**src/rtl/sipo_frame_rx_pkg.sv**
```systemverilog
// rtl/sipo_frame_rx_pkg.sv - shared constants and sizing helpers for sipo_frame_rx.
// Optional feature macro: SIPO_FRAME_RX_PARITY_EN (adds a trailing even-parity bit per frame).
package sipo_frame_rx_pkg;

   localparam int DEFAULT_WIDTH = 8;

   function automatic int clog2(input int n);
      int r;
      for (r = 0; (1 << r) < n; r++) begin
      end
      return r;
   endfunction

   // Bits per frame, including the parity bit when that feature is built in.
   function automatic int frame_len(input int width);
`ifdef SIPO_FRAME_RX_PARITY_EN
      return width + 1;
`else
      return width;
`endif
   endfunction

endpackage

```
**src/rtl/sipo_bit_cnt.sv**
```systemverilog
// rtl/sipo_bit_cnt.sv - modulo-LEN bit counter with enable, sync restart and terminal flag.
// Sync with enable counts the sampled bit as the first bit of a new frame.
module sipo_bit_cnt
   import sipo_frame_rx_pkg::*;
#(
   parameter int LEN = DEFAULT_WIDTH,
   parameter int CW  = clog2(LEN + 1)
) (
   input  logic          c,
   input  logic          rs,
   input  logic          en,
   input  logic          sy,
   output logic [CW-1:0] count,
   output logic          last
);

   assign last = (count == CW'(LEN - 1));

   always_ff @(posedge c or negedge rs) begin
      if (!rs) begin
         count <= '0;
      end else if (sy) begin
         count <= en ? CW'(1) : '0;
      end else if (en) begin
         count <= last ? '0 : count + CW'(1);
      end
   end

endmodule

```
**src/rtl/sipo_frame_rx.sv**
```systemverilog
// rtl/sipo_frame_rx.sv - MSB-first serial-to-parallel frame receiver with valid/ack and sticky overrun.
// Optional feature macro: SIPO_FRAME_RX_PARITY_EN (WIDTH data bits + even parity, perr output).
module sipo_frame_rx
   import sipo_frame_rx_pkg::*;
#(
   parameter int WIDTH = DEFAULT_WIDTH,
   parameter int CW    = clog2(WIDTH + 1)
) (
   input  logic             c,
   input  logic             rs,
   input  logic             d,
   input  logic             en,
   input  logic             sy,
   input  logic             ack,
   output logic [WIDTH-1:0] dout,
   output logic             valid,
   output logic             ovr,
`ifdef SIPO_FRAME_RX_PARITY_EN
   output logic             perr,
`endif
   output logic             busy
);

   localparam int FL  = frame_len(WIDTH);
   // The final bit of a frame is taken straight from d, so only FL-1 bits are stored.
   localparam int SRW = FL - 1;

   logic [CW-1:0]    count;
   logic             last;
   logic [SRW-1:0]   sr;
   logic [WIDTH-1:0] word;
   logic             fire;

   sipo_bit_cnt #(
      .LEN (FL),
      .CW  (CW)
   ) u_cnt (
      .c     (c),
      .rs    (rs),
      .en    (en),
      .sy    (sy),
      .count (count),
      .last  (last)
   );

`ifdef SIPO_FRAME_RX_PARITY_EN
   logic perr_next;
   assign word      = sr;
   assign perr_next = ^{sr, d};
`else
   assign word = {sr, d};
`endif

   assign fire = en & last & ~sy;
   assign busy = (count != '0);

   always_ff @(posedge c or negedge rs) begin
      if (!rs) begin
         sr    <= '0;
         dout  <= '0;
         valid <= 1'b0;
         ovr   <= 1'b0;
`ifdef SIPO_FRAME_RX_PARITY_EN
         perr  <= 1'b0;
`endif
      end else begin
         if (en) begin
            sr <= SRW'({sr, d});
         end
         if (fire) begin
            // An ack on the completion edge frees the slot for the new word.
            if (!valid || ack) begin
               dout  <= word;
               valid <= 1'b1;
`ifdef SIPO_FRAME_RX_PARITY_EN
               perr  <= perr_next;
`endif
            end else begin
               ovr <= 1'b1;
            end
         end else if (ack) begin
            valid <= 1'b0;
         end
      end
   end

endmodule

```
**config.mk**
```make
export PLATFORM = sky130hd
export DESIGN_NAME = sipo_frame_rx
export DESIGN_NICKNAME = d
export VERILOG_FILES = /design/src/rtl/sipo_frame_rx_pkg.sv /design/src/rtl/sipo_bit_cnt.sv /design/src/rtl/sipo_frame_rx.sv
export SDC_FILE = /design/constraint.sdc
export NUM_CORES = 1
export LEC_CHECK = 0
export BUFFER_PORTS_ARGS = -buffer_cell sky130_fd_sc_hd__buf_2
export CAP_MARGIN = 40
export CELL_PAD_IN_SITES_DETAIL_PLACEMENT = 1
export CELL_PAD_IN_SITES_GLOBAL_PLACEMENT = 2
export CORE_ASPECT_RATIO = 0.6
export CORE_MARGIN = 1.5
export CORE_UTILIZATION = 40
export DETAILED_ROUTE_END_ITERATION = 10
export HOLD_SLACK_MARGIN = 0.02
export PLACE_DENSITY = 0.79
export SLEW_MARGIN = 25
export SYNTH_ARGS = -nofsm -noshare
export SYNTH_HDL_FRONTEND = slang
export SYNTH_HIERARCHICAL = 1
export SYNTH_SLANG_ARGS = --single-unit
```
**constraint.sdc**
```tcl
create_clock -name c -period 2.8 [get_ports c]
set_input_delay 0.56 -clock c [delete_from_list [all_inputs] [get_ports c]]
set_output_delay 0.56 -clock c [all_outputs]
set_load 0.02 [all_outputs]
```
======== After elaboration in Yosys (flattened, before gate mapping) ========
Index checks and enable logic that the tools add are counted.
W data, S select, Z words.
word-level totals
  input bits .............................. 6
  logic and storage cells ................. 27
  output and inout bits ................... 11
  register bits ........................... 21
cells by class
  equal/unequal tests ..................... 2
  bitwise operators ....................... 4
  add/sub/neg operators ................... 1
  muxes and demuxes ....................... 7
  reductions and logical operators ........ 8
operators with widths
  kind                   number
  $mux W4                3
  $reduce_and A2 Y1      3
  $add A4 B1 Y4 const B  1
  $eq A4 B3 Y1 const B   1
  $mux W1                4
  $reduce_bool A2 Y1     2
  $reduce_bool A4 Y1     1
  $and A1 B1 Y1          2
  $ne A2 B1 Y1 const B   1
  $not A1 Y1             2
  $logic_not A1 Y1       1
  $logic_or A1 B1 Y1     1

======== Longest topological paths before layout ========
  word-level depth ........................ 5
  mapped depth ............................ 7
  gate-level depth less buffers ........... 6

======== Hierarchy ========
Netlist, hierarchy kept.
modules (own cells, without submodules)
  module         area an instance (sq um)  instances  seq. area each (sq um)  cells an instance
  sipo_frame_rx  714.4                     1          425.4                   40
  sipo_bit_cnt   241.5                     1          100.1                   20

======== Worst setup path after synthesis ========
Ideal clock, no wire load.
  path type ............................... flip-flop to output port
  start point ............................. register u_cnt.count[0]
  end point ............................... output busy
  cell stages (with the launch flop) ...... 2
  required time ........................... 2,240 ps
  arrival time ............................ 1,052 ps
  path slack .............................. 1,188 ps
  path buffers ............................ 0
  cells stage by stage .................... dfrtp_1 > or4_1
between the ends
  word-level cells in the longest chain between the ends .. 1
RTL lines
  what                    line                 RTL
  from (decl)             sipo_bit_cnt.sv:13   output logic [CW-1:0] count,
  from (signal assigned)  sipo_bit_cnt.sv:23   count <= en ? CW'(1) : '0;
  from (signal assigned)  sipo_bit_cnt.sv:25   count <= last ? '0 : count + CW'(1);
  $reduce_bool A4 Y1      sipo_frame_rx.sv:55  assign busy = (count != '0);
  to (decl)               sipo_frame_rx.sv:21  output logic busy
No other way between the ends.

======== Worst setup path in the final report ========
Same ends and word-level chain as after synthesis.

==> flow_summary.json <==
{
  "status": "completed",
  "cts_root_buf": "clkbuf_8",
  "drt_iter0_drc": 14,
  "setup_tns_ns": 0,
  "end_kind": "output port",
  "hold_ws_ns": 0.251,
  "synth_cell_types": 23,
  "crit_end": "busy",
  "period_share": 0.713,
  "grt_pass1_vias": 491,
  "max_clock_freq_mhz": 501,
  "synth-edff-count": 0,
  "stdcell_count": 107,
  "ys_seq_area_frac": 0.550,
  "p_per_area_mw_per_mm2": 595,
  "slew_headroom": 0.692,
  "cp.depth": 2,
  "die_h_um": 40.9,
  "die_w_um": 66.1,
  "dp_hpwl_mm": 1.17,
  "regToRegStartpoint": "u_cnt/count[0]$_DFFE_PN0P_",
  "htree_levels": 1,
  "crit_path_start": "u_cnt/count[0]$_DFFE_PN0P_",
  "p_int_mw": 0.485,
  "crit_chain": "or4_1, buf_2",
  "critPathMaxFanout": 5,
  "ys.flop_type": "dfrtp_1",
  "synth.most_common_cell": "dfrtp_1",
  "postCtsSetupBuffers": 0,
  "cts_tree": "built",
  "setup_violations": 0,
  "rr_worst_depth": 6,
  "clock_tree.buffer_depth": 2,
  "cts_hold_buf": 0,
  "io_pins": 17,
  "ys_warn_count": 6,
  "clkPwrFrac": 0.296,
  "cp_top_family": "simple AND/OR/NAND/NOR gates",
  "timing_hold_violations_final": 0,
  "pwr-share-comb": 0.133,
  "vias": 504,
  "ys_top_cells_by_count": "dfrtp_1, mux2_4, mux2_2",
  "ff2ff_setup_slack_ns": 0.95,
  "syn_to_final_growth_pct": 12.6,
  "cts_sinks": 21,
  "clk_pin_slew_worst_paths_ns": 0.07,
  "grt_setup_unrepaired": "false",
  "port_buffers": 16,
  "startpoint_type": "flip-flop",
  "drc_errors": 0,
  "setup_ws_ns": 0.803,
  "coreArea_mm2": 0.00221,
  "place_ws_ns": 0.950,
  "post_drt_via_cell_ratio": 4.71,
  "synth.largest_area_cell": "dfrtp_1",
  "critical_path_class": "reg2out",
  "tightest_slew_ns": 0.462,
  "syn_avg_cell_area_um2": 15.9,
  "final.setup_skew_ns": 0.00362,
  "synth_nets": 67,
  "drt_first_pass_iters": 2,
  "grt.total_usage": 0.136,
  "rr_endpoint": "dout[2]$_DFFE_PN0P_",
  "die-area_mm2": 0.00270,
  "ys_seq_elements": 21,
  "seqPwrFrac": 0.571,
  "ir_worst_vdd_mv": 0.269,
  "synth_area_leaders": "dfrtp_1, mux2_4, mux2_2",
  "core.rowCount": 13,
  "place.gp.congestion": 0.814,
  "min_path_type": "in2async",
  "drtAntennaViolNets": 0,
  "antennaDiodeCount": 0,
  "required_ns": 2.24,
  "synth_cells": 60,
  "finish.utilization": 0.486,
  "drt-total-wl_mm": 1.57,
  "arrival_ns": 1.44,
  "p_leak_nw": 0.564,
  "grt_pass1_wl_mm": 2.48,
  "fin_crit_ns": 2.00,
  "async_reset_ff_frac": 1.00,
  "ctsResizeCount": 0,
  "synth_top_area_share": 0.550,
  "clock_latency_ns": 0.25,
  "start_util": 0.432,
  "overflow": 0,
  "final_layout_size_suffix_gt1_frac": 0.519,
  "grt_max_degree": 22,
  "drv_slew": 0,
  "cap_violations": 0,
  "critical_path.max_stage_delay_ns": 0.55,
  "critPathBufInv": 1,
  "post_drt_wl_per_cell_um": 14.7,
  "layout.nets": 85,
  "dpl.cell_count": 103,
  "antenna_found_initial": 0,
  "cts_made_buffers": 3,
  "synthesis.area_um2": 956,
  "critPathSlowestCell": "or4_1",
  "p_sw_frac": 0.243,
  "p_sw_mw": 0.155
}
## routing by layer
layer,global-route usage,up-vias,wire (um)
li1,-,246,-
met1,0.195,243,849
met2,0.183,13,615
met3,0.0577,2,94
met4,0.0459,0,12
met5,0,-,0
## logic make-up (layout without fill, tap and decap cells)
group,after synthesis,in the layout,synth area share
and+or+nand+nor,13,13,0.120
buffers and inverters,4,21,0.0484
AOI/OAI and AO/OA,4,4,0.0340
DFF,21,21,0.550
muxes,17,17,0.234
adders and majority gates,1,1,0.0131
## per-stage QoR
stage	cell area [um^2]	total power, mW
finish	1080	0.640
global route	1080	0.676
CTS	1080	0.650
detailed placement	1030	0.459
global placement	1030	0.453
floorplan	956	0.426
## layout by cell type, fill, tap and decap left out, drive strengths merged, types with 3 or more instances in the layout
cell type  netlist  final
mux2            16     16
clkbuf           0      4
nor2b            3      3
dfrtp           21     21
buf              3     16
nand3b           3      3
## power by group through the flow
| stage | Clock, mW | Sequential (mW) | Combinational [mW] |
|---|---|---|---|
| after floorplan | 0 | 0.369 | 0.0568 |
| after global placement | 0 | 0.369 | 0.0842 |
| after detailed placement | 0 | 0.372 | 0.0869 |
| after CTS | 0.197 | 0.366 | 0.0871 |
| after global routing | 0.213 | 0.370 | 0.0934 |
| final | 0.189 | 0.366 | 0.0852 |
## worst min path at each step
| stage | startpoint | end | slack, ns |
|---|---|---|---|
| floorplan | rs | dout[0]$_DFFE_PN0P_ | 0.26 |
| global placement | ovr$_DFFE_PN0P_ | ovr$_DFFE_PN0P_ | 0.48 |
| detailed placement | ovr$_DFFE_PN0P_ | ovr$_DFFE_PN0P_ | 0.46 |
| CTS | rs | dout[1]$_DFFE_PN0P_ | 0.26 |
| global route | rs | u_cnt/count[3]$_DFFE_PN0P_ | 0.26 |
| finish | rs | sr[3]$_DFFE_PN0P_ | 0.25 |
## registers in the layout (all words and copies together), names as in the netlist
| register | flops |
|---|---|
| u_cnt/count | 4 |
| valid | 1 |
| dout | 8 |
| ovr | 1 |
| sr | 7 |
## final cells by class
type	instances	area, um^2
well taps	30	37.5
clock buffers	4	45.0
inverters	1	3.75
repair buffers	16	80.1
fillers	243	1140
multi-input cells	35	384
flip-flops and latches	21	526
Note: power is estimated with default switching activity, not from simulation.
